### config.mk
export PLATFORM = sky130hd
export DESIGN_NAME = pma_multi
export DESIGN_NICKNAME = d
export VERILOG_FILES = /design/src/rtl/pma_multi_pkg.sv /design/src/rtl/pma_rr_arb.sv /design/src/rtl/pma_multi.sv
export SDC_FILE = /design/constraint.sdc
export NUM_CORES = 1
export LEC_CHECK = 0
export CAP_MARGIN = 20
export CORE_MARGIN = 2
export CORE_UTILIZATION = 46
export DETAILED_ROUTE_END_ITERATION = 7
export PLACE_DENSITY = 0.92
export SYNTH_ARGS = -nofsm -noshare
export SYNTH_HDL_FRONTEND = slang
export SYNTH_SLANG_ARGS = --single-unit
### constraint.sdc
create_clock -name clock -period 3.75 [get_ports clock]
set_input_delay 0.75 -clock clock [delete_from_list [all_inputs] [get_ports clock]]
set_output_delay 0.75 -clock clock [all_outputs]
set_load 0.01 [all_outputs]
### src/rtl/pma_multi_pkg.sv
// Shared EBOX definitions: memory cycle-type encodings and the PMA sequencer states.
// Pure type package, no logic and no latency.
// Imported by pma_multi and pma_rr_arb.
package pma_multi_pkg;

    typedef enum logic [2:0] {
        CYC_NONE   = 3'd0,
        CYC_EBOX   = 3'd1,
        CYC_REFILL = 3'd2,
        CYC_CHAN   = 3'd3,
        CYC_WB     = 3'd4,
        CYC_CCA    = 3'd5
    } cyc_type_e;

    typedef enum logic {
        ST_IDLE = 1'b0,
        ST_HOLD = 1'b1
    } pma_state_e;

endpackage

### src/rtl/pma_rr_arb.sv
// Round-robin pick among channel requestors, search starts one above the last granted channel.
// Combinational pick; the pointer moves on the edge a channel cycle is granted.
// No backpressure of its own: the caller decides when a pick is consumed via adv_i.
module pma_rr_arb
    import pma_multi_pkg::*;
#(
    parameter int NCHAN = 4
) (
    input  logic             clock,
    input  logic             reset_n,
    input  logic [NCHAN-1:0] req_i,
    input  logic             adv_i,
    input  logic [2:0]       adv_idx_i,
    output logic             any_o,
    output logic [2:0]       idx_o
);

    logic [2:0] ptr_q;
    logic [2:0] ptr_d;
    int         c;

    always_comb begin
        ptr_d = (adv_idx_i == 3'(NCHAN - 1)) ? 3'd0 : adv_idx_i + 3'd1;
    end

    always_ff @(posedge clock) begin
        if (!reset_n) begin
            ptr_q <= 3'd0;
        end else if (adv_i) begin
            ptr_q <= ptr_d;
        end
    end

    // ptr_q is always below NCHAN, so one subtraction is enough to wrap.
    always_comb begin
        any_o = 1'b0;
        idx_o = 3'd0;
        c     = 0;
        for (int k = 0; k < NCHAN; k++) begin
            c = int'(ptr_q) + k;
            if (c >= NCHAN) c = c - NCHAN;
            if (!any_o && req_i[c]) begin
                any_o = 1'b1;
                idx_o = 3'(c);
            end
        end
    end

endmodule

### src/rtl/pma_multi.sv
// Physical memory address multiplexer: arbitrates EBOX/refill/channel/writeback/CCA cycles, holds pa until memory accepts.
// One edge from request to held pa; grant pulses the edge after ready_to_go in HOLD. Optional PMA_MULTI_PAR_EN adds pa parity.
// Requestors hold their request until their grant; memory stalls the held cycle by withholding ready_to_go.
module pma_multi
    import pma_multi_pkg::*;
#(
    parameter int PA_W  = 22,
    parameter int OFF_W = 9,
    parameter int NCHAN = 4
) (
    input  logic                  clock,
    input  logic                  reset_n,
    input  logic                  ebox_req,
    input  logic [PA_W-1:0]       ebox_va,
    input  logic                  ebox_paged,
    input  logic                  ebox_user,
    input  logic [PA_W-OFF_W-1:0] pt_page,
    input  logic                  refill_req,
    input  logic [NCHAN-1:0]      chan_req,
    input  logic [NCHAN*PA_W-1:0] chan_adr,
    input  logic                  wb_req,
    input  logic [PA_W-1:0]       wb_adr,
    input  logic                  cca_start,
    input  logic                  ubr_load,
    input  logic                  ebr_load,
    input  logic [PA_W-OFF_W-1:0] base_data,
    input  logic                  ready_to_go,
    input  logic                  era_hold,
    output logic [PA_W-1:0]       pa,
    output logic                  pa_par,
    output logic [2:0]            cyc_type,
    output logic [2:0]            cyc_chan,
    output logic                  busy,
    output logic                  ebox_gnt,
    output logic                  refill_gnt,
    output logic                  wb_gnt,
    output logic                  cca_gnt,
    output logic [NCHAN-1:0]      chan_gnt,
    output logic [PA_W-1:0]       era,
    output logic                  cca_busy,
    output logic                  cca_done
);

    localparam int PAGE_W = PA_W - OFF_W;

    pma_state_e        state_q;
    logic [PA_W-1:0]   pa_q, pa_d;
    cyc_type_e         cyc_type_q, type_d;
    logic [2:0]        cyc_chan_q, chan_d;
    logic              ebox_gnt_q, refill_gnt_q, wb_gnt_q, cca_gnt_q;
    logic [NCHAN-1:0]  chan_gnt_q;
    logic [PA_W-1:0]   era_q;
    logic [PAGE_W-1:0] ubr_q, ebr_q, cca_page_q;
    logic [OFF_W-1:0]  cca_cnt_q;
    logic              cca_busy_q, cca_done_q;

    logic              chan_any;
    logic [2:0]        chan_idx;
    logic              fire, any_req, grant_any;

    assign fire      = (state_q == ST_HOLD) && ready_to_go;
    assign grant_any = ebox_gnt_q | refill_gnt_q | wb_gnt_q | cca_gnt_q | (|chan_gnt_q);

    pma_rr_arb #(.NCHAN(NCHAN)) u_rr (
        .clock     (clock),
        .reset_n   (reset_n),
        .req_i     (chan_req),
        .adv_i     (fire && (cyc_type_q == CYC_CHAN)),
        .adv_idx_i (cyc_chan_q),
        .any_o     (chan_any),
        .idx_o     (chan_idx)
    );

    assign any_req = wb_req | refill_req | chan_any | cca_busy_q | ebox_req;

    always_comb begin
        pa_d   = ebox_va;
        type_d = CYC_NONE;
        chan_d = 3'd0;
        if (wb_req) begin
            pa_d   = wb_adr;
            type_d = CYC_WB;
        end else if (refill_req) begin
            pa_d   = {ebox_user ? ubr_q : ebr_q, ebox_va[PA_W-1 -: OFF_W]};
            type_d = CYC_REFILL;
        end else if (chan_any) begin
            pa_d   = chan_adr[int'(chan_idx)*PA_W +: PA_W];
            type_d = CYC_CHAN;
            chan_d = chan_idx;
        end else if (cca_busy_q) begin
            pa_d   = {cca_page_q, cca_cnt_q};
            type_d = CYC_CCA;
        end else if (ebox_req) begin
            pa_d   = ebox_paged ? {pt_page, ebox_va[OFF_W-1:0]} : ebox_va;
            type_d = CYC_EBOX;
        end
    end

    // Sequencer: winner is frozen in HOLD, so requests dropping mid-cycle cannot change it.
    always_ff @(posedge clock) begin
        if (!reset_n) begin
            state_q      <= ST_IDLE;
            pa_q         <= '0;
            cyc_type_q   <= CYC_NONE;
            cyc_chan_q   <= 3'd0;
            ebox_gnt_q   <= 1'b0;
            refill_gnt_q <= 1'b0;
            wb_gnt_q     <= 1'b0;
            cca_gnt_q    <= 1'b0;
            chan_gnt_q   <= '0;
            era_q        <= '0;
        end else begin
            ebox_gnt_q   <= 1'b0;
            refill_gnt_q <= 1'b0;
            wb_gnt_q     <= 1'b0;
            cca_gnt_q    <= 1'b0;
            chan_gnt_q   <= '0;
            case (state_q)
                ST_IDLE: begin
                    if (any_req) begin
                        state_q    <= ST_HOLD;
                        pa_q       <= pa_d;
                        cyc_type_q <= type_d;
                        cyc_chan_q <= chan_d;
                    end
                end
                ST_HOLD: begin
                    if (ready_to_go) begin
                        state_q      <= ST_IDLE;
                        cyc_type_q   <= CYC_NONE;
                        cyc_chan_q   <= 3'd0;
                        ebox_gnt_q   <= (cyc_type_q == CYC_EBOX);
                        refill_gnt_q <= (cyc_type_q == CYC_REFILL);
                        wb_gnt_q     <= (cyc_type_q == CYC_WB);
                        cca_gnt_q    <= (cyc_type_q == CYC_CCA);
                        chan_gnt_q   <= (cyc_type_q == CYC_CHAN) ? (NCHAN'(1) << cyc_chan_q) : '0;
                    end
                end
            endcase
            // pa_q still holds the granted address during the grant pulse.
            if (grant_any && !era_hold) era_q <= pa_q;
        end
    end

    always_ff @(posedge clock) begin
        if (!reset_n) begin
            ubr_q <= '0;
            ebr_q <= '0;
        end else begin
            if (ubr_load) ubr_q <= base_data;
            if (ebr_load) ebr_q <= base_data;
        end
    end

    // Cache sweep walks the page from the top word down; a new start always wins.
    always_ff @(posedge clock) begin
        if (!reset_n) begin
            cca_page_q <= '0;
            cca_cnt_q  <= '0;
            cca_busy_q <= 1'b0;
            cca_done_q <= 1'b0;
        end else begin
            cca_done_q <= 1'b0;
            if (cca_start) begin
                cca_page_q <= ebox_va[PA_W-1 -: PAGE_W];
                cca_cnt_q  <= '1;
                cca_busy_q <= 1'b1;
            end else if (fire && (cyc_type_q == CYC_CCA)) begin
                if (cca_cnt_q == '0) begin
                    cca_busy_q <= 1'b0;
                    cca_done_q <= 1'b1;
                end else begin
                    cca_cnt_q <= cca_cnt_q - OFF_W'(1);
                end
            end
        end
    end

`ifdef PMA_MULTI_PAR_EN
    assign pa_par = ~^pa_q;
`else
    assign pa_par = 1'b0;
`endif

    assign pa         = pa_q;
    assign cyc_type   = cyc_type_q;
    assign cyc_chan   = cyc_chan_q;
    assign busy       = (state_q == ST_HOLD);
    assign ebox_gnt   = ebox_gnt_q;
    assign refill_gnt = refill_gnt_q;
    assign wb_gnt     = wb_gnt_q;
    assign cca_gnt    = cca_gnt_q;
    assign chan_gnt   = chan_gnt_q;
    assign era        = era_q;
    assign cca_busy   = cca_busy_q;
    assign cca_done   = cca_done_q;

endmodule
After elaboration in Yosys (flattened, before gate mapping)

Cells that the tools add are included.

Bits of input ports: 174
Output and inout bits: 62
Word-level logic and storage cells: 134
Register bits after elaboration: 112

Equal/unequal tests: 9
Multiplexer cells: 55
$mul: 1
Shift-type cells: 2
$add $sub $neg: 9
Bitwise operators: 11
Magnitude comparators: 8
Reduce and logical (&&, ||, !) cells: 22

Operators by type and width:

| operator              | count |
|---|---|
| $mux 22               | 6 |
| $lt 32x4->1 const B   | 4 |
| $mux 32               | 4 |
| $ge 32x4->1 const B   | 3 |
| $sub 32x4->32 const B | 3 |
| $shiftx 88x9->22      | 1 |
| $mux 3                | 15 |
| $mux 9                | 3 |
| $mux 1                | 19 |
| $mux 13               | 1 |
| $pmux 3 s2            | 2 |
| $eq 3x2->1 const B    | 3 |
| $logic_not 9->1       | 1 |
| $sub 9x1->9 const B   | 1 |
| $add 3x2->4 const B   | 2 |
| $bmux 1 s2            | 4 |
| $or 1x1->1            | 8 |
| $reduce_and 2->1      | 4 |
| $logic_and 1x1->1     | 7 |
| $mul 3x4->7 const B   | 1 |
| $eq 3x3->1 const B    | 2 |
| $ne 2x2->1 const B    | 3 |
| $add 3x1->4 const B   | 1 |
| $logic_not 1->1       | 4 |
| 12 further kinds      | 15 |

Longest topological paths before layout

Gate-level depths: netlist of the first run.

Depth in word-level cells: 20
Mapped depth: 12
Gate-level depth less buffers: 8

Modules after synthesis

Synthesis of the first run repeated with hierarchy kept, for this count alone.

Cell total of the unflattened synthesis: 653
Area, all modules: 6,317.3 um^2

By module, submodules not included:

| module     | sequential area each (um^2) | instances | area an instance (um^2) | cells each |
|---|---|---|---|---|
| pma_multi  | 2,182.1                     | 1         | 5,805.6                 | 591 |
| pma_rr_arb | 60.1                        | 1         | 511.7                   | 62 |

Worst setup path before layout of the first run

Ideal clock, no wire load.

Path kind: reg-to-reg
From: register u_rr.ptr_q[0]
To: register pa_q[13], in the netlist pa[13]
Setup slack: 660 ps
Clock period less this slack: 3,090 ps
Setup time: 120 ps
Cell stages (with the launch flop): 12
Data required time: 3,630 ps
Path buffers: 3
Data arrival time: 2,970 ps
Path through: dfxtp_1 buf_6 buf_2 inv_1 ha_1 mux4_2 nor2_1 a21oi_4 nor2_2 buf_4 mux2_2 a211o_1

Word-level cells in the longest chain between the ends: 20
Elaborated cells on any way between the ends: 50
Classes of those cells: 7 x add/sub; 1 x mul; 4 x order compare; 1 x shift; 27 x mux; 3 x bitwise; 7 x reduce/logical

Ends and longest elaborated chain:

| item                                                   | RTL line         | source |
|---|---|---|
| from (decl)                                            | pma_rr_arb.sv:18 | `logic [2:0] ptr_q;` |
| from (signal assigned)                                 | pma_rr_arb.sv:30 | `ptr_q <= ptr_d;` |
| branches (longest 20 deep; another with $sub 32x4->32) | --               |  |
| to (signal assigned)                                   | pma_multi.sv:122 | `pa_q <= pa_d;` |
| to (decl)                                              | pma_multi.sv:47  | `logic [PA_W-1:0] pa_q, pa_d;` |

Parallel ways; which one is timed is not known. The select of a mux whose other input is x is not followed.
A chain may end at the register's enable or synchronous reset.

Worst setup path in the final report of the first run

From: register u_rr.ptr_q[1]
To: register pa_q[12], in the netlist pa[12]

The elaborated chain is that of the path after synthesis.

==> flow_summary.yaml, run 1 <==
status:
  run_status: "completed"
critical_path:
  cp_max_fo: 13
  critPathLaunchType: "register"
  worstSetupPathType: "register to register"
  cp_num_buf_inv: 1
  arrival_ns: 3.72
  cp_slowest_cell: "mux4_2"
  critPathRequiredTime_ns: 4.00
  cp_cell_sequence: "inv_1 -> ha_1 -> mux4_2 -> o41a_4 -> o21ai_2 -> a2111oi_1 -> a211o_1"
  r2r_cells: 7
  r2r_slack_ns: 0.28
  r2r-end: "pa[12]"
  rr_startpoint: "u_rr.ptr_q[1]"
  worstSetupEndpointType: "register"
  slowest_delay_ns: 0.63
  crit_family: "compound AO/OA/AOI/OAI gates"
cts:
  path_clk_slew_ns: 0.07
  ctsHoldBuffers: 0
  cts_resized: 0
  cts_tree: "yes"
  numCtsBuffers: 9
  cts_sinks: 112
  cts_setup_buffers: 0
  root_buffer: "clkbuf_16"
  h-tree-depth: 3
  cts_buffer_depth: 2
  clk-insertion-delay-late_ns: 0.36
timing:
  rsz0062_at_grt: "no"
  final.setup.tns_ns: 0
  slew_violations: 0
  worst_pin_slew_ns: 1.123
  fin_crit_sh_pct: 92.48
  slew_headroom_pct: 24.99
  finalHoldViolCount: 0
  fmax_mhz: 288.4
  setup_viol: 0
  finClkSkew_ns: 0.008444
  fin_hold_ws_ns: 0.5215
  fin_crit_ns: 3.468
synth:
  synth_flop_cell: "dfxtp_1"
  synth_edf_count: 0
  ys_seq_area_share_pct: 33.20
  syn-cell-area_um2: 6754
  synth-adder-area-share_pct: 1.667
  synth_top_family_by_area: "simple AND/OR/NAND/NOR gates"
  muxShareOfSynthArea_pct: 17.62
  synthesis.nets: 964
  yosys.area_share.simple_pct: 21.10
  syn_inst: 781
  async_reset_ff_share_pct: 0
  syn_area_per_cell_um2: 8.648
  synthXorXnorAreaFrac_pct: 1.037
  yosysWarnings: 0
  synth-seq-cells: 112
  synth-compound-area-share_pct: 20.45
  synth.distinct_cells: 69
place:
  place_area_um2: 9203
  placed_cells: 1157
  dp_hpwl_um: 17300
  gp_congestion: 0.9252
  port_buffers: 234
flow_run:
  maxCapViolations: 0
finish:
  num_antenna_cells: 0
  drive_gt1_share_pct: 6.984
  fin_area_um2: 9538
  area_growth_pct: 41.22
  final_cell_mix: "clkdlybuf4s50_1 (233), dfxtp_1 (112), mux2i_1 (93), nor2b_1 (71), o21ai_0 (52)"
  nets: 1167
  instances_no_fill: 1172
  layout_commonest_cell: "clkdlybuf4s50_1"
worst_hold_path:
  worstHoldPathCells: 2
  hold_path.class: "register to register"
  hold_end: "era[16]"
  hold_path.startpoint: "era[16]"
grt:
  grt.busiest_layer: "met2"
  met3_usage_pct: 3.723
  track_usage_pct: 28.11
  grt_overflow: 0
  use_met2_pct: 45.04
  use_met1_pct: 37.98
  grt_max_degree: 52
  grt_pass1_vias: 6435
  antenna_found_initial: 0
  grt_pass1_wl_um: 35090
floorplan:
  ioPinCount: 236
  die_y_um: 125.2
  core_um2: 14420
  dieArea_um2: 15670
  die_w_um: 125.2
  initial_core_util_pct: 46.83
  rows: 44
pwr:
  clock_power_share_pct: 35.9
  p_per_area_nw_per_um2: 324.1
  p_int_uw: 2275
  netSwitchingPower_uw: 815.8
  p_leak_uw: 0.003616
  combPwrFrac_pct: 21.8
  switching_share_pct: 26.39
  vdd_drop_max_mv: 0.2006
  p_seq_share_pct: 42.3
route:
  drc: 0
  drt_pass1_iterations: 5
  drt-initial-drc-count: 616
  vias_per_cell: 5.830
  wirelength_um: 22660
  antenna_left: 0
  vias: 6833
  wl_per_cell_um: 19.34
sequential cells by signal, summed over array words and instances (netlist names), 3 cells and up:
signal / flops
ebr_q: 13
chan_gnt: 4
cyc_type: 3
pa: 22
era: 22
u_rr.ptr_q: 3
cca_cnt_q: 9
ubr_q: 13
cyc_chan: 3
cca_page_q: 13
worst min-delay path, cell delays in order (launching register included):
cell and delay, ns:
dfxtp_1 0.33, mux2i_1 0.06, nor2b_1 0.10
power groups by stage:
stage	combinational (uW)	sequential, uW	clock (uW)
after floorplan	315	1330	0
after CTS	668	1300	1110
after detailed placement	662	1330	0
after global routing	721	1310	1170
final	675	1310	1110
after global placement	653	1330	0
worst max-delay path by stage:
stage / start / endpoint / slack (ns) / cells after the start
2_1_floorplan: u_rr.ptr_q[0] / pa[13] / 0.66 / 11
3_3_place_gp: chan_req[2] / pa[16] / 0.30 / 7
3_5_place_dp: chan_req[1] / pa[0] / 0.27 / 7
4_1_cts: u_rr.ptr_q[1] / pa[12] / 0.32 / 7
5_1_grt: u_rr.ptr_q[1] / pa[2] / 0.05 / 8
6_report: u_rr.ptr_q[1] / pa[12] / 0.28 / 7
area by class of cell:
class | instances | area (um2)
clock inverter | 5 | 106.4
fill | 1181 | 4886
inverter | 10 | 37.54
multi-input combinational | 596 | 4198
tap | 184 | 230.2
timing repair buffer | 255 | 2495
sequential | 112 | 2242
clock buffer | 10 | 229.0
synthesized netlist by cell type (all sizes together) (11+ instances only):
master	number	share of area (%)
and3	17	1.6
o211ai	12	1.3
nor2	51	3.0
o21ai	64	4.8
dfxtp	112	33
buf	27	2.3
nand2	46	2.6
mux2i	93	14
a31oi	22	2.0
mux2	15	2.5
a2111oi	17	2.4
a21oi	24	2.0
clkbuf	36	2.0
nor2b	72	6.7
nand3	27	2.0
a211o	13	1.7
a21boi	11	1.2
o21a	14	1.6
cells by family after synthesis:
group / after synthesis
AOI/OAI and AO/OA: 202
xor gates and xnor gates: 8
adders and majority gates: 9
buffers and inverters: 73
DFF: 112
muxes: 112
other: 1
and+or+nand+nor: 264
metrics by stage:
stage               total power (uW)  util (%)  setup WS (ns)
floorplan                       1643         -         0.6600
global placement                1983     63.80         0.3031
detailed placement              1994     63.80         0.2669
CTS                             3085     66.13         0.3177
global route                    3203     66.13        0.05283
finish                          3091     66.13         0.2821
metal layers:
metal / part of all wire, % / wire length, um / vias to the layer above
met1: 44 / 10050 / 3257
met3: 5.9 / 1329 / 58
met4: 3.9 / 887 / 0
li1: - / - / 3226
met5: 0 / 0 / -
met2: 46 / 10400 / 292
No activity file was read; power rests on OpenSTA's default activity.
==> inputs of run 2 (changes only) <==
--- a/config.mk
+++ b/config.mk
@@ -5,11 +5,13 @@
 export SDC_FILE = /design/constraint.sdc
 export NUM_CORES = 1
 export LEC_CHECK = 0
+export ABC_AREA = 1
 export CAP_MARGIN = 20
 export CORE_MARGIN = 2
-export CORE_UTILIZATION = 46
+export CORE_UTILIZATION = 45
 export DETAILED_ROUTE_END_ITERATION = 7
 export PLACE_DENSITY = 0.92
+export SKIP_CTS_REPAIR_TIMING = 1
 export SYNTH_ARGS = -nofsm -noshare
 export SYNTH_HDL_FRONTEND = slang
 export SYNTH_SLANG_ARGS = --single-unit
==> run 2 against run 1 <==
  * Sequential cell count did not move
  * Cell count grew 19%
  * Routed wire length is 0.32% lower
  * Synthesized area is 4.6% lower
  * Highest routed layer unchanged
==> flow_summary.yaml, run 2 <==
status:
  run_status: "completed"
synth:
  syn_area_per_cell_um2: 6.394
  synth_top_area_share_pct: 34.79
  synth_top_family_by_area: "simple AND/OR/NAND/NOR gates"
  async_reset_ff_share_pct: 0
  yosys.area_share.simple_pct: 31.68
  synth-adder-area-share_pct: 1.747
  muxShareOfSynthArea_pct: 0
  synth_edf_count: 0
  synth-compound-area-share_pct: 21.30
  synthesis.nets: 1191
  yosysWarnings: 0
  synth-seq-cells: 112
  syn_inst: 1008
  synthTopCellsByArea: "dfxtp_1 (35%), o21ai_0 (12%), nor2_1 (10%), nand2_1 (10%), inv_1 (5.5%)"
  yosys.area.top_type: "dfxtp_1"
  synth_flop_cell: "dfxtp_1"
  synth.most_common_cell: "nor2_1"
  synth_common_cells: "nor2_1 (178), nand2_1 (176), o21ai_0 (156), dfxtp_1 (112), inv_1 (94)"
  synthXorXnorAreaFrac_pct: 0.1359
  ys_seq_area_share_pct: 34.79
  syn-cell-area_um2: 6445
  synth.distinct_cells: 38
grt:
  grt_pass1_vias: 6927
  track_usage_pct: 29.06
  grt_overflow: 0
  grt_pass1_wl_um: 34470
  grt_max_degree: 85
  antenna_found_initial: 0
place:
  place_area_um2: 8843
  gp_congestion: 0.9328
  port_buffers: 234
  dp_hpwl_um: 17280
critical_path:
  worstSetupEndpointType: "register"
  critPathRequiredTime_ns: 4.02
  arrival_ns: 3.44
  cp_max_fo: 12
  critPathLaunchType: "register"
  worstSetupPathType: "register to register"
finish:
  drive_gt1_share_pct: 4.609
  area_growth_pct: 41.45
  fin_area_um2: 9116
  nFillCells: 1196
  register_area_um2: 2242
  layout_commonest_cell: "clkdlybuf4s50_1"
  num_antenna_cells: 0
  final_cell_mix: "clkdlybuf4s50_1 (233), nor2_1 (178), nand2_1 (176), o21ai_0 (156), dfxtp_1 (112)"
  nets: 1393
  multi_input_area_um2: 3540
timing:
  setup_viol: 0
  fin_crit_sh_pct: 84.39
  finalHoldViolCount: 0
  rsz0062_at_grt: "no"
  slew_violations: 0
  fin_crit_ns: 3.165
  final.setup.tns_ns: 0
  slew_headroom_pct: 42.96
  fmax_mhz: 316.0
  finClkSkew_ns: 0.009924
  worst_pin_slew_ns: 0.8524
floorplan:
  core_um2: 13930
  rows: 43
  die_y_um: 123.7
  initial_core_util_pct: 46.25
  ioPinCount: 236
  die_w_um: 123.7
  dieArea_um2: 15300
route:
  vias: 7681
  wl_per_cell_um: 16.19
  drt-initial-drc-count: 793
  top_layer_used: "met4"
  vias_per_cell: 5.506
  drt_pass1_iterations: 8
  wl_met2_um: 10490
  wirelength_um: 22590
  wl_met1_um: 8635
  drc: 0
  antenna_left: 0
  dr_wl_met3_um: 2398
pwr:
  p_leak_uw: 0.003926
  p_int_uw: 2062
  vdd_drop_max_mv: 0.2324
  clock_power_share_pct: 30.7
  switching_share_pct: 30.03
  netSwitchingPower_uw: 884.9
  p_seq_share_pct: 44.6
  combPwrFrac_pct: 24.7
  p_per_area_nw_per_um2: 323.3
flow_run:
  maxCapViolations: 0
cts:
  root_buffer: "clkbuf_16"
  h-tree-depth: 3
  numCtsBuffers: 9
  cts_buffer_depth: 2
  cts_tree: "yes"
  clk-insertion-delay-late_ns: 0.36
  cts_sinks: 112
  path_clk_slew_ns: 0.07
worst_hold_path:
  hold_path.class: "register to register"
run 2: power groups by stage:
| stage | clock (uW) | combinational (uW) | sequential, uW |
|---|---|---|---|
| 2_1_floorplan | 0 | 349 | 1330 |
| 3_3_place_gp | 0 | 705 | 1340 |
| 3_5_place_dp | 0 | 718 | 1340 |
| 4_1_cts | 916 | 721 | 1310 |
| 5_1_grt | 973 | 798 | 1320 |
| 6_report | 905 | 728 | 1310 |
run 2: kinds of logic (layout without fill, tap and decap cells):
| logic type | Yosys count | after routing |
|---|---|---|
| buf+inv | 159 | 366 |
| compound gates | 260 | 260 |
| simple gates | 466 | 466 |
| flops | 112 | 112 |
| fa+ha+maj | 9 | 9 |
| other cells | 1 | 1 |
| xor+xnor | 1 | 1 |
run 2: area by class of cell:
type | count | share of cell area [%]
Multi-Input combinational cell | 737 | 38.83
Timing Repair Buffer | 251 | 27.04
Sequential cell | 112 | 24.60
Inverter | 99 | 4.076
Clock buffer | 10 | 2.512
Tap cell | 180 | 2.470
Clock inverter | 6 | 0.4804
run 2: routing by layer:
layer  vias to the layer above  track usage, %
met2                       435           47.70
met5                         -               0
met3                        72           5.403
met1                      3432           36.84
li1                       3742               -
met4                         0           13.71
run 2: path summary, 6_finish.rpt:
path | from | to | slack, ns | cells after the start
setup / recovery | u_rr.ptr_q[0] | pa[2] | 0.59 | 14
hold / removal | cca_cnt_q[0] | cca_cnt_q[0] | 0.47 | 2
setup reg to reg | u_rr.ptr_q[0] | pa[2] | 0.59 | 14
hold reg to reg | cca_cnt_q[0] | cca_cnt_q[0] | 0.47 | 2
run 2: worst max-delay path, cell delays in order (launching register included):
cell and delay (ns):
dfxtp_1 0.62, inv_2 0.22, ha_1 0.43, inv_1 0.11, nand2_1 0.09, nand2_2 0.10
nor2_8 0.13, o2111ai_1 0.11, nand2_1 0.10, inv_1 0.07, nor2_1 0.65, nand3_1 0.14
nand2_1 0.12, nand2_1 0.06, a21oi_1 0.13
run 2: stage by stage:
step / utilization (%) / total power [uW] / hold slack (ns) / setup WS, ns / instances
floorplan: - / 1683 / 0.4436 / 1.464 / 1008
global placement: 63.46 / 2043 / 0.4528 / 0.5813 / 1379
detailed placement: 63.46 / 2058 / 0.4633 / 0.5492 / 1379
CTS: 65.42 / 2950 / 0.4732 / 0.6219 / 1395
global route: 65.42 / 3092 / 0.4988 / 0.2985 / 1395
finish: 65.42 / 2947 / 0.4694 / 0.5853 / 1395
